### src/rtl/aqe_axi_burst_master.sv
// aqe_axi_burst_master
//   Single-outstanding AXI4 burst initiator for the SRAM subsystem _m1 port.
//   A local command {write, addr, len, wrap} launches one 128-bit burst.
//   Write beats stream in on wbeat_*, and read beats stream out on rbeat_*.
//   When the burst finishes, done pulses for one cycle. done_err flags a
//   non-OKAY response, an ID mismatch, or an rlast/beat-count disagreement.
//
// Ports
//   pll_core_cpuclk, pad_cpu_rst_b      : clock / async active-low reset
//   cmd_valid/ready/write/addr/len/wrap : burst command
//   wbeat_valid/ready/data/strb         : write data stream (into the master)
//   rbeat_valid/ready/data/last         : read data stream (out of the master)
//   done, done_err                      : completion pulse and status
//   ar*/aw*/w*/r*/b* _m1                : AXI4 master channels
//
// Configuration macro
//   AQE_AXI_BURST_MASTER_WRAP_EN : honour cmd_wrap for len 1 or 3 (WRAP burst).
//                                  When undefined, bursts are always INCR.
module aqe_axi_burst_master #(
  parameter logic [7:0] AXI_ID = 8'h0,
  parameter int         ADDR_W = 40
) (
  input  logic              pll_core_cpuclk,
  input  logic              pad_cpu_rst_b,
  input  logic              cmd_valid,
  output logic              cmd_ready,
  input  logic              cmd_write,
  input  logic [ADDR_W-1:0] cmd_addr,
  input  logic [7:0]        cmd_len,
  input  logic              cmd_wrap,
  input  logic              wbeat_valid,
  output logic              wbeat_ready,
  input  logic [127:0]      wbeat_data,
  input  logic [15:0]       wbeat_strb,
  output logic              rbeat_valid,
  input  logic              rbeat_ready,
  output logic [127:0]      rbeat_data,
  output logic              rbeat_last,
  output logic              done,
  output logic              done_err,
  output logic [ADDR_W-1:0] araddr_m1,
  output logic [7:0]        arlen_m1,
  output logic [2:0]        arsize_m1,
  output logic [1:0]        arburst_m1,
  output logic [3:0]        arcache_m1,
  output logic [2:0]        arprot_m1,
  output logic [7:0]        arid_m1,
  output logic              arvalid_m1,
  input  logic              arready_m1,
  output logic [ADDR_W-1:0] awaddr_m1,
  output logic [7:0]        awlen_m1,
  output logic [2:0]        awsize_m1,
  output logic [1:0]        awburst_m1,
  output logic [3:0]        awcache_m1,
  output logic [2:0]        awprot_m1,
  output logic [7:0]        awid_m1,
  output logic              awvalid_m1,
  input  logic              awready_m1,
  output logic [127:0]      wdata_m1,
  output logic [15:0]       wstrb_m1,
  output logic              wlast_m1,
  output logic [7:0]        wid_m1,
  output logic              wvalid_m1,
  input  logic              wready_m1,
  input  logic [127:0]      rdata_m1,
  input  logic [7:0]        rid_m1,
  input  logic [1:0]        rresp_m1,
  input  logic              rlast_m1,
  input  logic              rvalid_m1,
  output logic              rready_m1,
  input  logic [7:0]        bid_m1,
  input  logic [1:0]        bresp_m1,
  input  logic              bvalid_m1,
  output logic              bready_m1
);

  typedef enum logic [2:0] {S_IDLE, S_AR, S_RD, S_AW, S_WR, S_BR} state_t;

  state_t            state_q;
  logic [ADDR_W-1:0] addr_q;
  logic [7:0]        len_q;
  logic [7:0]        cnt_q;
  logic [1:0]        burst_q;
  logic              err_q;
  logic              done_q;
  logic              done_err_q;

  logic              last_beat;
  logic              rd_hs;
  logic              wr_hs;
  logic              rbeat_err;
  logic              b_err;
  logic [1:0]        burst_d;
  logic              unused_in;

  // WRAP is only legal for 2 and 4 beat bursts here. The slave does the
  // wrapping, so the start address is issued untouched.
`ifdef AQE_AXI_BURST_MASTER_WRAP_EN
  assign burst_d   = (cmd_wrap && (cmd_len == 8'd1 || cmd_len == 8'd3)) ? 2'b10 : 2'b01;
  assign unused_in = ^cmd_addr[3:0];
`else
  assign burst_d   = 2'b01;
  assign unused_in = ^{cmd_addr[3:0], cmd_wrap};
`endif

  assign last_beat = (cnt_q == len_q);
  assign rd_hs     = (state_q == S_RD) && rvalid_m1 && rbeat_ready;
  assign wr_hs     = (state_q == S_WR) && wbeat_valid && wready_m1;
  // The beat counter is authoritative; a disagreeing rlast only flags an error.
  assign rbeat_err = (rresp_m1 != 2'b00) || (rid_m1 != AXI_ID) || (rlast_m1 != last_beat);
  assign b_err     = (bresp_m1 != 2'b00) || (bid_m1 != AXI_ID);

  always_ff @(posedge pll_core_cpuclk or negedge pad_cpu_rst_b) begin
    if (!pad_cpu_rst_b) begin
      state_q    <= S_IDLE;
      addr_q     <= '0;
      len_q      <= '0;
      cnt_q      <= '0;
      burst_q    <= 2'b01;
      err_q      <= 1'b0;
      done_q     <= 1'b0;
      done_err_q <= 1'b0;
    end else begin
      done_q     <= 1'b0;
      done_err_q <= 1'b0;
      case (state_q)
        S_IDLE: begin
          cnt_q <= '0;
          if (cmd_valid) begin
            addr_q  <= {cmd_addr[ADDR_W-1:4], 4'h0};
            len_q   <= cmd_len;
            burst_q <= burst_d;
            err_q   <= 1'b0;
            state_q <= cmd_write ? S_AW : S_AR;
          end
        end
        S_AR: if (arready_m1) state_q <= S_RD;
        S_RD: begin
          if (rd_hs) begin
            err_q <= err_q | rbeat_err;
            if (last_beat) begin
              state_q    <= S_IDLE;
              done_q     <= 1'b1;
              done_err_q <= err_q | rbeat_err;
            end else begin
              cnt_q <= cnt_q + 8'd1;
            end
          end
        end
        S_AW: if (awready_m1) state_q <= S_WR;
        S_WR: begin
          if (wr_hs) begin
            if (last_beat) state_q <= S_BR;
            else           cnt_q   <= cnt_q + 8'd1;
          end
        end
        S_BR: begin
          if (bvalid_m1) begin
            state_q    <= S_IDLE;
            done_q     <= 1'b1;
            done_err_q <= err_q | b_err;
          end
        end
        default: state_q <= S_IDLE;
      endcase
    end
  end

  assign cmd_ready   = (state_q == S_IDLE);
  assign done        = done_q;
  assign done_err    = done_err_q;

  assign araddr_m1   = addr_q;
  assign arlen_m1    = len_q;
  assign arsize_m1   = 3'b100;
  assign arburst_m1  = burst_q;
  assign arcache_m1  = 4'b0011;
  assign arprot_m1   = 3'b000;
  assign arid_m1     = AXI_ID;
  assign arvalid_m1  = (state_q == S_AR);

  assign awaddr_m1   = addr_q;
  assign awlen_m1    = len_q;
  assign awsize_m1   = 3'b100;
  assign awburst_m1  = burst_q;
  assign awcache_m1  = 4'b0011;
  assign awprot_m1   = 3'b000;
  assign awid_m1     = AXI_ID;
  assign awvalid_m1  = (state_q == S_AW);

  // Read path is a straight pass-through so the stream sees no added latency.
  assign rready_m1   = (state_q == S_RD) && rbeat_ready;
  assign rbeat_valid = (state_q == S_RD) && rvalid_m1;
  assign rbeat_data  = rdata_m1;
  assign rbeat_last  = (state_q == S_RD) && last_beat;

  assign wvalid_m1   = (state_q == S_WR) && wbeat_valid;
  assign wbeat_ready = (state_q == S_WR) && wready_m1;
  assign wdata_m1    = wbeat_data;
  assign wstrb_m1    = wbeat_strb;
  assign wlast_m1    = (state_q == S_WR) && last_beat;
  assign wid_m1      = AXI_ID;

  assign bready_m1   = (state_q == S_BR);

endmodule

### config.mk
export PLATFORM = sky130hd
export DESIGN_NAME = aqe_axi_burst_master
export DESIGN_NICKNAME = d
export VERILOG_FILES = /design/src/rtl/aqe_axi_burst_master.sv
export SDC_FILE = /design/constraint.sdc
export NUM_CORES = 1
export LEC_CHECK = 0
export BUFFER_PORTS_ARGS = -buffer_cell sky130_fd_sc_hd__buf_2
export CORE_AREA = 2 2 304 306
export DETAILED_ROUTE_END_ITERATION = 8
export DIE_AREA = 0 0 306 308
export SLEW_MARGIN = 20
export SYNTH_ARGS = -nofsm -noshare
export SYNTH_HDL_FRONTEND = slang
export SYNTH_SLANG_ARGS = --single-unit
### constraint.sdc
create_clock -name pll_core_cpuclk -period 2 [get_ports pll_core_cpuclk]
set_clock_uncertainty 0.1 [all_clocks]
set_input_delay 0.2 -clock pll_core_cpuclk [delete_from_list [all_inputs] [get_ports pll_core_cpuclk]]
set_output_delay 0.2 -clock pll_core_cpuclk [all_outputs]
set_load 0.005 [all_outputs]
# [Word level (Yosys, flattened, before mapping)]
# Cells that the tools add are included.
[word_totals] ff_bits=58 inputBits=353 output_inout_bits=428 word_cells=72
[op_classes] add_sub_neg=1 n_eq_ne=15 muxes=25 bitwise_logic=2 reduce_logical=22
[ops] operator="$mux 3" count=8
[ops] operator="$mux 8" count=3
[ops] operator="$pmux 8 s3" count=1
[ops] operator="$pmux 3 s6" count=1
[ops] operator="$reduce_bool 8->1" count=2
[ops] operator="$ne 2x2->1 const B" count=6
[ops] operator="$add 8x1->8 const B" count=1
[ops] operator="$eq 8x8->1" count=1
[ops] operator="$logic_and 1x1->1" count=8
[ops] operator="$mux 1" count=8
[ops] operator="$reduce_and 8->1" count=1
[ops] operator="$eq 3x2->1 const B" count=2
[ops] operator="$eq 3x3->1 const B" count=2
[ops] operator="$pmux 1 s2" count=3
[ops] operator="$reduce_and 3->1" count=2
[ops] operator="$reduce_bool 2->1" count=3
[ops] operator="$ne 2x1->1 const B" count=2
[ops] operator="$eq 3x1->1 const B" count=1
[ops] operator="$logic_not 3->1" count=1
[ops] operator="$logic_or 1x1->1" count=3
[ops] operator="$reduce_bool 3->1" count=1
[ops] operator="$mux 2" count=1
[ops] operator="$or 1x1->1" count=2
[ops] operator="$reduce_and 2->1" count=1
[ops] operator="$ne 1x1->1" count=1

# [Longest topological paths before layout]
[logic_depth] word_depth=7 depth_mapped=6 ltp_nobuf=5

# [Worst setup path after synthesis]
# Ideal clock, no wire load.
[synth_timing] path_type="reg-to-reg" from="reg state_q[2]" to="reg addr_q[10] (netlist: araddr_m1[10])" setup_time_ns=0.125 arrival_time_ns=1.793 required_ns=1.775 path_slack_ns=-0.018 stages_incl_launch_ff=7 n_path_buf=2 synth_period_minus_slack_ns=2.018 path_cell_list="dfrtp_1 -> or3_1 -> inv_1 -> and2_1 -> buf_2 -> buf_4 -> mux2_2"
[synth_between] elab_chain_cells=2
[synth_rtl] element="start, declared" line_no="79" source="state_t state_q;"
[synth_rtl] element="start signal, assigned" line_no="134" source="state_q <= cmd_write ? S_AW : S_AR;"
[synth_rtl] element="$logic_not 3->1"
[synth_rtl] element="net cmd_ready" line_no="26" source="output logic cmd_ready,"
[synth_rtl] element="$reduce_and 2->1 (no line)"
[synth_rtl] element="end signal, assigned" line_no="130" source="addr_q <= {cmd_addr[ADDR_W-1:4], 4'h0};"
[synth_rtl] element="end, declared" line_no="80" source="logic [ADDR_W-1:0] addr_q;"
# The timed path passes the listed nets, and every way through them passes these cells.
# A chain may end at the register's enable or synchronous reset.

# [Worst setup path in the final report]
[layout_timing] from="reg len_q[2] (netlist: arlen_m1[2])" to="out wlast_m1"
[layout_between] elab_chain_cells=2
[layout_rtl] element="start, declared" line_no="81" source="logic [7:0] len_q;"
[layout_rtl] element="start signal, assigned" line_no="131" source="len_q <= cmd_len;"
[layout_rtl] element="$eq 8x8->1" line_no="106" source="assign last_beat = (cnt_q == len_q);"
[layout_rtl] element="$logic_and 1x1->1" line_no="201" source="assign wlast_m1 = (state_q == S_WR) && last_beat;"
[layout_rtl] element="end, declared" line_no="61" source="output logic wlast_m1,"
# Every way passes these cells.

==> flow_summary_export.csv <==
group,metric,value,unit
cts,cts_htree_levels,3,
detailed_routing,num_vias,3522,
detailed_routing,wl_per_cell,16.5,microns
cts,cts_made_buffers,9,
detailed_routing,vias_per_cell,2.02,
synth,yosys_register_bits,58,
sta,hold_viol_final,0,
finish,final_util,7.61,%
finish,final_common_cell,"buf_2",
synth,synth_edf_count,0,
placement,dp.cells,1645,
synth,synth_ff_type,"dfrtp_1",
worst_setup_path,worstSetupPathType,"reg2out",
power_and_ir_drop,ir_drop,663,uV
finish,fillers,10500,
hold_path,hold_path.class,"in2reg",
sta,finalWorstSetupSlack,-0.200,ns
synth,ys_seq_area_share,26.7,%
finish,layout-drive-gt1-share,58.0,%
finish,seq_area,0.00145,sq mm
placement,gp_congestion,0.681,
run_status,status,"complete, but fails checks",
worst_setup_path,worstSetupEndpointType,"primary output",
synth,syn_avg_cell_area,9.28,sq um
cts,clk_pin_slew,0.08,ns
die,core-area,0.0910,sq mm
die,die-area,0.0942,sq mm
global_route,antenna_found_initial,7,
sta,setup_tns,-0.401,ns
finish,layout_common_cells,"171 x buf_2, 57 x dfrtp_1, 56 x conb_1",
die,die_w,306,microns
power_and_ir_drop,p_leak,2.89,nW
worst_setup_path,cp.required,1.70,ns
detailed_routing,drt_wl_total,28.9,mm
run_status,violations,"setup timing",
cts,clockBufferDepth,2,
worst_setup_path,crit_path_start_kind,"flip-flop",
cts,insertion_delay,0.39,ns
worst_setup_path,cp.arrival,1.90,ns
detailed_routing,drtIter0Drc,108,
run,drv_cap,0,
sta,finalSetupViolCount,5,
synth,netlist_area,0.00543,sq mm
global_route,grt_first_pass_wirelength,34.2,mm
worst_setup_path,r2r-start,"state_q[2]$_DFFE_PN0P_",
global_route,grt_usage,5.84,%
sta,fmax,454,MHz
placement,port-buffer-count,175,
finish,instances_no_fill,1744,
global_route,overflow,0,
worst_setup_path,cp_max_fo,4,
worst_setup_path,critPathLaunch,"arlen_m1[2]$_DFFE_PN0P_",
die,ios,781,
detailed_routing,postRouteAntennaNets,0,
detailed_routing,drt-pass1-iter-count,4,
global_route,grt_pass1_vias,3474,
synth,async_flop_share,100,%
sta,drv_slew,0,
worst_setup_path,reg2reg_depth,6,
die,initial_core_util,5.97,%
synth,yosys_warnings,0,
hold_path,hold_path.startpoint,"rvalid_m1",
sta,min_period,2.20,ns
cts,cts_tree,"built",
die,rows,111,
cts,clock-sinks,58,
die,fp.dieH,308,microns
finish,num-nets-final,904,
hold_path,hold_path_depth,3,
global_route,grt_max_degree,31,
sta,rsz0062_at_grt,"true",
placement,postPlaceCellArea,0.00540,sq mm
finish,design_area,0.00693,sq mm
finish,area_delta_synth_final,27.5,%
finish,multi_input_area,0.00161,sq mm
placement,hpwl,23.3,mm
synth,synth_cell_type_count,40,
power_and_ir_drop,power_density,1310,mW/mm^2
worst_setup_path,reg2reg_slack,-0.02,ns
synth,synthCells,585,
detailed_routing,drcViolationCount,0,
cts,clock-root-buffer,"clkbuf_16",
sta,fin_crit_sh,110,%
-- report_power, final --
part	switching, W	internal, W	leakage [nW]	total, W
logic	0.00215	0.00284	2.02	0.00500
clock network	0.000799	0.00109	0.160	0.00189
registers	0.000490	0.00171	0.706	0.00220
-- routing by layer --
layer	vias up	wire, microns	part of all wire [%]	GRT usage (%)
met5	-	39	0.14	0
met3	127	6650	23	6.35
met2	463	12200	42	8.43
li1	1407	-	-	-
met4	6	1640	5.7	4.08
met1	1519	8340	29	4.60
-- final timing paths --
kind                                        endpoint
min in group asynchronous  araddr_m1[32]$_DFFE_PN0P_
hold / removal                        done$_DFF_PN0_
setup reg to reg             arlen_m1[2]$_DFFE_PN0P_
max in group asynchronous       cnt_q[4]$_DFFE_PN0P_
hold reg to reg             araddr_m1[5]$_DFFE_PN0P_
setup / recovery                            wlast_m1
-- sequential cells by signal, indices dropped and copies added (netlist names) --
name	flops
araddr_m1	36
arlen_m1	8
cnt_q	8
state_q	3
done	1
done_err	1
err_q	1
-- critical path, cell delays in order, from the launching register on --
cell and delay (ns):
dfrtp_2 0.44, xor2_1 0.18, nor4_2 0.38, nand2_1 0.15, buf_12 0.17, nor2_4 0.09, buf_6 0.12
-- kinds of logic (layout without fill, tap and decap cells) --
logic type / Yosys count / in the layout / synth area share [%]
mux: 48 / 48 / 9.91
buf+inv: 385 / 300 / 52.8
xor+xnor: 10 / 10 / 1.61
other cells: 2 / 59 / 0.138
compound gates: 26 / 27 / 3.27
simple gates: 55 / 55 / 5.34
flops: 58 / 58 / 26.7
fa+ha+maj: 1 / 1 / 0.230
-- repair_timing --
action                                  in CTS  in global routing
setup buffers                               16                 15
hold endpoints to repair                   105                  0
gates resized for setup                     53                 63
endpoints found under the setup margin      57                 60
hold buffers                                50                  0
gates cloned                                 5                  0
pin swaps                                   18                  8
-- cells in the mapped netlist, types with 3 or more instances --
library cell  number  share of area, %
buf_4            376                52
dfrtp_1           58                27
mux2_2            46               9.5
nand2_1           15               1.0
xor2_1             9               1.5
nor4_1             8              0.92
nor2_1             7              0.48
a21oi_1            6              0.55
nand3_1            5              0.46
o21ai_0            5              0.46
and2_1             3              0.35
clkbuf_1           3              0.21
inv_1              3              0.21
nor3_1             3              0.28
o31ai_1            3              0.41
or4_1              3              0.41
-- through the flow --
stage               hold slack [ns]  setup slack [ns]  power (W)
finish                       0.0500            -0.200    0.00909
global route                 0.0462            -0.301    0.00969
floorplan                    -0.196            0.0307    0.00472
detailed placement         -0.00162           -0.0852    0.00569
CTS                         0.00784            -0.172    0.00876
global placement            0.00220            -0.116    0.00564
-- area by class of cell --
type,count,area share (%)
diodes,3,0.108
clock buffers,9,3.25
clock inverters,7,1.34
repair buffers,281,29.5
multi-input cells,197,23.3
well taps,1186,21.4
flip-flops and latches,58,21.0
inverters,3,0.163
Power figures use the tool's default switching activity.
